`config.mk`:
```
export PLATFORM = sky130hd
export DESIGN_NAME = pwm_controller
export DESIGN_NICKNAME = d
export VERILOG_FILES = /design/src/rtl/pwm_pkg.sv /design/src/rtl/comparator_less.sv /design/src/rtl/pwm_controller.sv
export SDC_FILE = /design/constraint.sdc
export NUM_CORES = 1
export LEC_CHECK = 0
export ABC_AREA = 0
export CORE_MARGIN = 5
export CORE_UTILIZATION = 32
export CTS_BUF_LIST = sky130_fd_sc_hd__clkbuf_16
export DETAILED_ROUTE_END_ITERATION = 8
export SYNTH_ARGS = -nofsm -noshare
export SYNTH_HDL_FRONTEND = slang
export SYNTH_SLANG_ARGS = --single-unit
```
`constraint.sdc`:
```
create_clock -name clk -period 6.6 [get_ports clk]
set_clock_uncertainty 0.15 [all_clocks]
set_input_delay 0.66 -clock clk [delete_from_list [all_inputs] [get_ports clk]]
set_output_delay 0.66 -clock clk [all_outputs]
set_load 0.02 [all_outputs]
```
`src/rtl/pwm_pkg.sv`:
```
// Shared types and helpers for the PWM sequencing controller.
package pwm_pkg;

    typedef enum logic [1:0] {
        IDLE     = 2'd0,
        RUN      = 2'd1,
        STOPPING = 2'd2
    } state_t;

    // Largest meaningful duty for a counter of the given width: always high.
    function automatic int full_duty(input int bits);
        return 1 << bits;
    endfunction

endpackage

```
`src/rtl/comparator_less.sv`:
```
// Unsigned less-than between the period counter and a duty value one bit wider.
module comparator_less #(
    parameter int BITS = 4
) (
    input  logic [BITS-1:0] operand1,
    input  logic [BITS:0]   operand2,
    output logic            less
);

    assign less = ({1'b0, operand1} < operand2);

endmodule

```
`src/rtl/pwm_controller.sv`:
```
// Prescaled PWM period counter with double-buffered duty and graceful stop.
//   state    | meaning
//   IDLE     | counter held at 0, output low, waiting for en
//   RUN      | counting, driving pwm_out
//   STOPPING | en dropped; finishing the current period, then IDLE
module pwm_controller
    import pwm_pkg::*;
#(
    parameter int BITS = 4,
    parameter int PS_W = 4
) (
    input  logic            clk,
    input  logic            rst_n,
    input  logic            en,
    input  logic [PS_W-1:0] prescale,
    input  logic [BITS:0]   duty_in,
    input  logic            duty_valid,
    output logic            duty_ready,
    output logic            pwm_out,
    output logic            period_end,
    output logic            busy
);

    localparam logic [BITS:0]   FULL    = (BITS+1)'(full_duty(BITS));
    localparam logic [BITS-1:0] CNT_MAX = '1;

    state_t          state_q, state_d;
    logic [PS_W-1:0] ps_cnt_q, ps_cnt_d;
    logic [BITS-1:0] cnt_q, cnt_d;
    logic [BITS:0]   duty_shadow_q, duty_shadow_d;
    logic [BITS:0]   duty_active_q, duty_active_d;
    logic            pending_q, pending_d;
    logic            pwm_q, pwm_d;
    logic            period_end_q, period_end_d;

    logic tick;
    logic wrap;
    logic less;

    comparator_less #(.BITS(BITS)) u_cmp (
        .operand1 (cnt_q),
        .operand2 (duty_active_q),
        .less     (less)
    );

    // >= rather than == so lowering prescale mid-count ticks at once instead of rolling over.
    assign tick = (state_q != IDLE) && (ps_cnt_q >= prescale);
    assign wrap = tick && (cnt_q == CNT_MAX);

    always_comb begin
        state_d       = state_q;
        ps_cnt_d      = ps_cnt_q;
        cnt_d         = cnt_q;
        duty_shadow_d = duty_shadow_q;
        duty_active_d = duty_active_q;
        pending_d     = pending_q;
        period_end_d  = wrap;
        pwm_d         = less && (state_q != IDLE);

        if (state_q == IDLE) begin
            ps_cnt_d = '0;
            cnt_d    = '0;
            if (en) begin
                duty_active_d = duty_shadow_q;
                pending_d     = 1'b0;
                state_d       = RUN;
            end
        end else begin
            if (tick) begin
                ps_cnt_d = '0;
                cnt_d    = cnt_q + 1'b1;
            end else begin
                ps_cnt_d = ps_cnt_q + 1'b1;
            end
            if (wrap && pending_q) begin
                duty_active_d = duty_shadow_q;
                pending_d     = 1'b0;
            end
            case (state_q)
                RUN:      if (!en) state_d = STOPPING;
                STOPPING: begin
                    if (en)        state_d = RUN;
                    else if (wrap) state_d = IDLE;
                end
                default:  state_d = state_q;
            endcase
        end

        // A capture landing on the start edge stays pending for the next boundary.
        if (duty_valid && !pending_q) begin
            duty_shadow_d = (duty_in > FULL) ? FULL : duty_in;
            pending_d     = 1'b1;
        end
    end

    always_ff @(posedge clk or negedge rst_n) begin
        if (!rst_n) begin
            state_q       <= IDLE;
            ps_cnt_q      <= '0;
            cnt_q         <= '0;
            duty_shadow_q <= '0;
            duty_active_q <= '0;
            pending_q     <= 1'b0;
            pwm_q         <= 1'b0;
            period_end_q  <= 1'b0;
        end else begin
            state_q       <= state_d;
            ps_cnt_q      <= ps_cnt_d;
            cnt_q         <= cnt_d;
            duty_shadow_q <= duty_shadow_d;
            duty_active_q <= duty_active_d;
            pending_q     <= pending_d;
            pwm_q         <= pwm_d;
            period_end_q  <= period_end_d;
        end
    end

    assign duty_ready = !pending_q;
    assign pwm_out    = pwm_q;
    assign period_end = period_end_q;
    assign busy       = (state_q != IDLE);

endmodule

```
# Word level (Yosys, flattened, before mapping)
# Index checks and enable logic that the tools add are counted.
dict set report word_totals {
  in_bits 13
  word_cells 53
  ff_bits 23
  out_inout_bits 4
}
dict set report classes {
  n_lt_le_gt_ge 3
  add_sub_neg 2
  eq_ne 7
  n_mux 18
  n_reduce_logical 15
}
# operator count
set ops {}
lappend ops {{$mux W5} 4}
lappend ops {{$mux W4} 4}
lappend ops {{$mux W2} 5}
lappend ops {{$add A4 B1 Y4 const B} 2}
lappend ops {{$ne A3 B3 Y1 const B} 2}
lappend ops {{$reduce_bool A2 Y1} 3}
lappend ops {{$reduce_bool A3 Y1} 2}
lappend ops {{$gt A5 B5 Y1 const B} 1}
lappend ops {{$logic_and A1 B1 Y1} 5}
lappend ops {{$lt A4 B5 Y1} 1}
lappend ops {{$eq A4 B4 Y1 const B} 1}
lappend ops {{$ge A4 B4 Y1} 1}
lappend ops {{$mux W1} 4}
lappend ops {{$pmux W2 S2} 1}
lappend ops {{$reduce_and A2 Y1} 2}
lappend ops {{$reduce_and A4 Y1} 1}
lappend ops {{$ne A3 B2 Y1 const B} 1}
lappend ops {{$eq A2 B1 Y1 const B} 1}
lappend ops {{$eq A2 B2 Y1 const B} 1}
lappend ops {{$logic_not A2 Y1} 1}
lappend ops {{$ne A2 B2 Y1 const B} 1}
lappend ops {{$logic_not A1 Y1} 1}

# Longest topological paths before layout
# Gate-level depths: netlist of the first run.
dict set report logic_depth {
  word_depth 7
  mapped_depth 6
  mapped_depth_nobuf 6
}

# By module
# From an unflattened synthesis of the first run, not the netlist that was laid out.
dict set report hier_totals {
  hier_cells 145
  area_unflattened_um2 1350.0
}
# mod instances seq_area_each_um2 cells_each area_per_inst_um2
set by_module_without_submodules {}
lappend by_module_without_submodules {pwm_controller 1 575.6 133 1260.0}
lappend by_module_without_submodules {comparator_less 1 0.0 12 90.1}

# Worst setup path before layout of the first run
# No wires, ideal clock.
dict set report synth_timing {
  kind {input -> register}
  from {in prescale[0]}
  to {reg duty_active_q[0]}
  path_slack_ps 4284
  setup_ps 125
  path_buffers 0
  required_ps 6325
  arrival_ps 2042
  path_stages 5
  cell_sequence {ha_1 nor2b_4 o21a_2 o41ai_4 mux2_2}
}
dict set report synth_via {
  elab_chain_cells 6
}
# element line_no
set synth_lines {}
lappend synth_lines {{start, declared} pwm_controller.sv:15} ;# input logic [PS_W-1:0] prescale,
lappend synth_lines {{$ge A4 B4 Y1} pwm_controller.sv:47} ;# assign tick = (state_q != IDLE) && (ps_cnt_q >= prescale);
lappend synth_lines {{$logic_and A1 B1 Y1} pwm_controller.sv:47}
lappend synth_lines {{$logic_and A1 B1 Y1} pwm_controller.sv:48} ;# assign wrap = tick && (cnt_q == CNT_MAX);
lappend synth_lines {{$logic_and A1 B1 Y1} pwm_controller.sv:75} ;# if (wrap && pending_q) begin
lappend synth_lines {{$reduce_bool A2 Y1 (no source line)} -}
lappend synth_lines {{$reduce_and A2 Y1 (no source line)} -}
lappend synth_lines {{end signal, assigned} pwm_controller.sv:111} ;# duty_active_q <= duty_active_d;
lappend synth_lines {{end, declared} pwm_controller.sv:31} ;# logic [BITS:0] duty_active_q, duty_active_d;
# No other way between the ends.
# A chain may end at the register's enable or synchronous reset.

# Worst setup path after layout of the first run
dict set report layout_timing {
  from {in prescale[3]}
  to {reg duty_active_q[4]}
}
# Same word-level chain as after synthesis.

==> results of run 1 <==
[flip-flops by register name, indices dropped and copies added, names as in the netlist]
register and flops:
period_end 1, duty_active_q 5, pending_q 1, ps_cnt_q 4
state_q 2, pwm_out 1, cnt_q 4, duty_shadow_q 5
[power groups by stage]
stage	Combinational [mW]	Clock (mW)	Sequential (mW)
final	0.205	0.131	0.234
after detailed placement	0.207	0	0.236
after global placement	0.200	0	0.233
after CTS	0.209	0.135	0.234
after global routing	0.235	0.139	0.241
after floorplan	0.153	0	0.227
[critical path: cells and delay by family]
family | cells | cell delay (ns)
buf+inv | 2 | 0.49
mux | 1 | 0.40
simple gates | 1 | 0.27
compound gates | 2 | 0.56
fa+ha+maj | 1 | 0.26
[area by class of cell]
type	instances	area, sq um
fillers	346	1960
inverters	12	45.0
multi-input cells	74	539
flip-flops and latches	23	576
well taps	46	57.6
clock buffers	3	75.1
repair buffers	16	160
clock inverters	1	5.00
[cell usage in the layout, fill, tap and decap left out, drive strengths merged]
cell type / n
ha: 9
nor3: 5
o31ai: 1
inv: 12
clkbuf: 3
o21ai: 11
or4: 1
o311a: 1
mux2: 6
nand2: 11
a31oi: 1
or3: 1
o41ai: 1
nor3b: 1
clkdlybuf4s50: 16
a21o: 1
and2b: 1
a21oi: 4
nor2b: 1
o21a: 1
xnor2: 1
a31o: 1
nand3: 3
clkinv: 1
nor2: 3
nand2b: 7
dfrtp: 23
nand4: 1
xor2: 1
[per-layer routing]
layer	track usage	up-vias	part of all wire
li1	-	414	-
met1	0.130	395	0.47
met2	0.144	31	0.46
met3	0.0187	7	0.041
met4	0.0574	0	0.030
met5	0	-	0
[metrics by stage]
stage                     hold WS, ns  instances  cell area (sq um)  utilization  power, mW
after floorplan                 0.214        109               1160            -      0.380
after global placement          0.316        171               1380        0.403      0.433
after detailed placement        0.318        171               1380        0.403      0.444
after CTS                       0.335        175               1460        0.427      0.577
after global routing            0.355        175               1460        0.427      0.616
final                           0.326        175               1460        0.427      0.570
[how the worst max path moves through the flow]
stage	from	to	slack, ns	depth (start not counted)
final	prescale[3]	duty_active_q[4]	3.96	7
after global routing	prescale[2]	duty_active_q[4]	3.84	7
after CTS	prescale[3]	duty_active_q[4]	3.94	7
after detailed placement	prescale[3]	duty_active_q[4]	3.68	7
after global placement	prescale[3]	duty_active_q[3]	3.74	7
after floorplan	prescale[0]	duty_active_q[0]	4.28	5
[logic make-up after synthesis]
kind of cell | synth area share
xor gates and xnor gates | 0.0151
muxes | 0.0582
buffers and inverters | 0.0388
DFF | 0.496
adders and majority gates | 0.0971
and+or+nand+nor | 0.164
AOI/OAI and AO/OA | 0.131
[synthesized netlist by cell type]
library cell,number,share of area
a21o_1,1,0.0065
a21oi_1,4,0.017
a31o_2,1,0.0076
a31oi_1,1,0.0054
and2b_2,1,0.0076
dfrtp_1,23,0.50
ha_1,9,0.097
inv_1,11,0.036
inv_2,1,0.0032
mux2_2,6,0.058
nand2_1,11,0.036
nand2b_1,7,0.038
nand3_1,3,0.013
nand4_1,1,0.0054
nor2_1,2,0.0065
nor2_2,1,0.0054
nor2b_4,1,0.012
nor3_1,5,0.022
nor3b_1,1,0.0065
o21a_2,1,0.0076
o21ai_0,11,0.047
o311a_1,1,0.0086
o31ai_1,1,0.0065
o41ai_4,1,0.024
or3_2,1,0.0065
or4_1,1,0.0065
xnor2_1,1,0.0076
xor2_1,1,0.0076
==> qor.yml, run 1 <==
crit_chain: "clkdlybuf4s50_1 > inv_1 > ha_1 > o21ai_0 > and2b_2 > o41ai_4 > mux2_2"
max_slew_margin: 0.326
post-cts-setup-buffer-count: 0
drt.antenna.violating_nets: 0
synth_area_per_cell_sq_um: 10.6
core_region_sq_um: 3420
largest_fanout_of_any_net_on_the_critical_path: 8
cts_tree: "built"
p_sw_mw: 0.194
routed-via-count: 847
drtIter0Drc: 21
top_level_ports: 17
clkLatencyLatePin_ns: 0.26
reg2reg_slack_ns: 4.38
hold_fails_final_rpt: 0
n_antenna_cell: 0
post-route-worst-setup-slack_ns: 3.96
clock_edge_transition_at_the_registers_on_the_reported_setup_and_hold_paths_ns: 0.06
io_buffer_count: 16
power.combinational.fraction: 0.360
clockRootBuffer: "clkbuf_16"
grt.total_usage: 0.0968
crit_type: "in2reg"
timing.final.max_slew_violations: 0
yosys.cell_types.count: 28
cts_repair_resize_count: 0
synth_warnings: 0
die_h_microns: 70.2
first_pass_grt_wire_length_microns: 3810
die_area_sq_um: 4930
design.final.nets: 152
drv_cap: 0
hp-class: "reg2reg"
syn-num-nets: 131
cts-hold-fix-buffers: 0
rr_worst_depth: 6
viasPerCell: 4.84
report.final.setup_viol: 0
fmax_mhz: 378
finalCritPeriodShare: 0.401
floorplan.die.width_microns: 70.2
cts-root-to-sink-buffers: 2
post_synth_instance_area_sq_um: 1160
worst_ep_arrival_time_ns: 2.64
grt_pass1_vias: 862
post_synth_inst_count: 109
timing_worst_slew_pin_value_ns: 1.01
grt_start_max_net_pins: 24
worstSetupStartpointType: "input pin"
cts_htree_levels: 1
p_seq_frac: 0.410
routed_wirelength_microns: 2080
critPathMaxStageDelay_ns: 0.47
outcome: "finished clean"
dp.final_hpwl_microns: 1610
power_switching_share: 0.340
r2r_start: "ps_cnt_q[0]"
ir_drop_v: 0.000148
p_clk_frac: 0.230
cellLeakagePower_nw: 0.671
wl_per_cell_microns: 11.9
ys_seq_area_frac: 0.496
cts_inserted_buffers: 3
drt-pass1-iter-count: 4
pre_cts_slack_ns: 3.68
tritoncts_num_sinks: 23
timing.hold.worst_path_depth: 2
worst_ep_required_time_ns: 6.59
critical-path-slowest-cell: "o41ai_4"
cp-end-kind: "flop"
hp-start: "duty_shadow_q[3]"
initial_utilization: 0.340
final_layout_size_suffix_gt1_frac: 0.140
synth.ff_latch_count: 23
hold_end: "duty_shadow_q[3]"
area_growth_pct: 25.7
finalCriticalPeriod_ns: 2.64
power_report.internal_total_mw: 0.376
core.rowCount: 21
cellPowerDensity_nw_per_um2: 391
rsz_0062_raised_after_global_routing: "false"
critical_path.reg2reg.endpoint: "duty_active_q[4]"
globalRoute.totalOverflow: 0
place.gp.congestion: 0.729
drc_errors: 0
total_negative_setup_slack_ns: 0
initial_antenna_violation_count: 0
Power figures use the tool's default switching activity.
==> inputs of run 2 (changes only) <==
clock period = 2.4 ns   (was 6.6 ns; I/O delays follow)
==> qor.yml, run 2 (same netlist as run 1, synthesis figures left out) <==
timing.final.max_slew_violations: 0
wl_per_cell_microns: 12.2
initial_antenna_violation_count: 0
post-cts-setup-buffer-count: 0
mostFrequentLayoutCells: "dfrtp_1 (23), clkdlybuf4s50_1 (16), inv_1 (12), o21ai_0 (11), nand2_1 (11)"
clkLatencyLatePin_ns: 0.26
core.rowCount: 21
grt_start_max_net_pins: 24
first_pass_grt_wire_length_microns: 3840
max_slew_margin: 0.709
viasPerCell: 4.75
post-route-worst-setup-slack_ns: 0.226
clock_edge_transition_at_the_registers_on_the_reported_setup_and_hold_paths_ns: 0.06
mostFrequentLayoutCell: "dfrtp_1"
ir_drop_v: 0.000361
reg.largest.list: "duty_active_q x5, duty_shadow_q x5"
top_level_ports: 17
pre_cts_slack_ns: -0.0406
cts_tree: "built"
drtIter0Drc: 18
rr_worst_depth: 6
hp-class: "in2async"
cellLeakagePower_nw: 0.692
worst_ep_required_time_ns: 2.39
outcome: "finished clean"
place.gp.congestion: 0.813
cp-end-kind: "flop"
core_region_sq_um: 3420
largest_fanout_of_any_net_on_the_critical_path: 5
clockRootBuffer: "clkbuf_16"
floorplan.die.width_microns: 70.2
cts_htree_levels: 1
globalRoute.totalOverflow: 0
routed_wirelength_microns: 2180
die_area_sq_um: 4930
io_buffer_count: 16
finalCritPeriodShare: 0.906
fin_total_pwr_mw: 1.59
worstSetupStartpointType: "input pin"
hold_fails_final_rpt: 0
crit_chain: "clkdlybuf4s50_1 > inv_1 > ha_1 > o21ai_0 > and2b_2 > o41ai_4 > mux2_2"
design.final.nets: 156
tritoncts_num_sinks: 23
grt.total_usage: 0.0992
initial_utilization: 0.340
timing_worst_slew_pin_value_ns: 0.435
cts_repair_resize_count: 0
final_layout_size_suffix_gt1_frac: 0.158
cellPowerDensity_nw_per_um2: 1070
rsz_0062_raised_after_global_routing: "false"
drt-pass1-iter-count: 4
drt.antenna.violating_nets: 0
worst_ep_arrival_time_ns: 2.16
n_antenna_cell: 0
fmax_mhz: 460
grt_pass1_vias: 933
cts-root-to-sink-buffers: 2
cts_inserted_buffers: 3
critical-path-slowest-cell: "clkdlybuf4s50_1"
drc_errors: 0
cts-hold-fix-buffers: 0
area_growth_pct: 28.2
report.final.setup_viol: 0
crit_type: "in2reg"
critPathMaxStageDelay_ns: 0.45
finalCriticalPeriod_ns: 2.17
drv_cap: 0
die_h_microns: 70.2
routed-via-count: 850
dp.final_hpwl_microns: 1670
## run 2: per-stage QoR
step | setup TNS (ns) | hold WS, ns | area, sq um | util | instances
final | 0 | 0.181 | 1490 | 0.435 | 179
after global routing | 0 | 0.225 | 1490 | 0.435 | 179
after CTS | 0 | 0.191 | 1490 | 0.435 | 179
after detailed placement | -0.185 | 0.326 | 1410 | 0.412 | 175
after global placement | -0.0383 | 0.320 | 1410 | 0.412 | 175
after floorplan | 0 | -0.206 | 1160 | - | 109
## run 2: worst max-delay path, delay by kind of cell
family / cells / cell delay, ns
AO/OA/AOI/OAI: 2 / 0.55
adder cells (fa/ha/maj): 1 / 0.26
buffers and inverters: 2 / 0.49
multiplexers: 1 / 0.39
AND/OR/NAND/NOR: 1 / 0.24
## run 2: layout make-up
cell class | instances | area (sq um)
fillers | 348 | 1930
flip-flops and latches | 23 | 576
multi-input cells | 74 | 539
repair buffers | 20 | 190
clock buffers | 3 | 75.1
well taps | 46 | 57.6
inverters | 12 | 45.0
clock inverters | 1 | 3.75
## run 2: final timing paths
| check | from | to | slack (ns) |
|---|---|---|---|
| worst max-delay path | prescale[3] | duty_active_q[4] | 0.23 |
| worst min-delay path | rst_n | period_end | 0.18 |
| worst max register to register | ps_cnt_q[0] | duty_active_q[4] | 0.25 |
| worst min register to register | duty_shadow_q[3] | duty_shadow_q[3] | 0.33 |
| max in group asynchronous | rst_n | pwm_out | 1.68 |
| min in group clk | duty_shadow_q[3] | duty_shadow_q[3] | 0.33 |
## run 2: per-layer routing
layer  global-route usage  share of wire  vias up
met1                0.118           0.46      389
met2                0.155           0.46       25
met4               0.0787          0.045        0
met3               0.0187          0.033        9
met5                    0              0        -
li1                     -              -      427
## run 2: report_power, final
part	internal, mW	total [mW]	switching (mW)
sequential	0.532	0.638	0.105
clock	0.222	0.355	0.132
combinational	0.304	0.599	0.295
==> inputs of run 3 (changes only) <==
SKIP_LAST_GASP = 1   (was not set)
==> results of run 3 <==
Same layout as run 2: the final DEF is identical, and so are final timing and power.
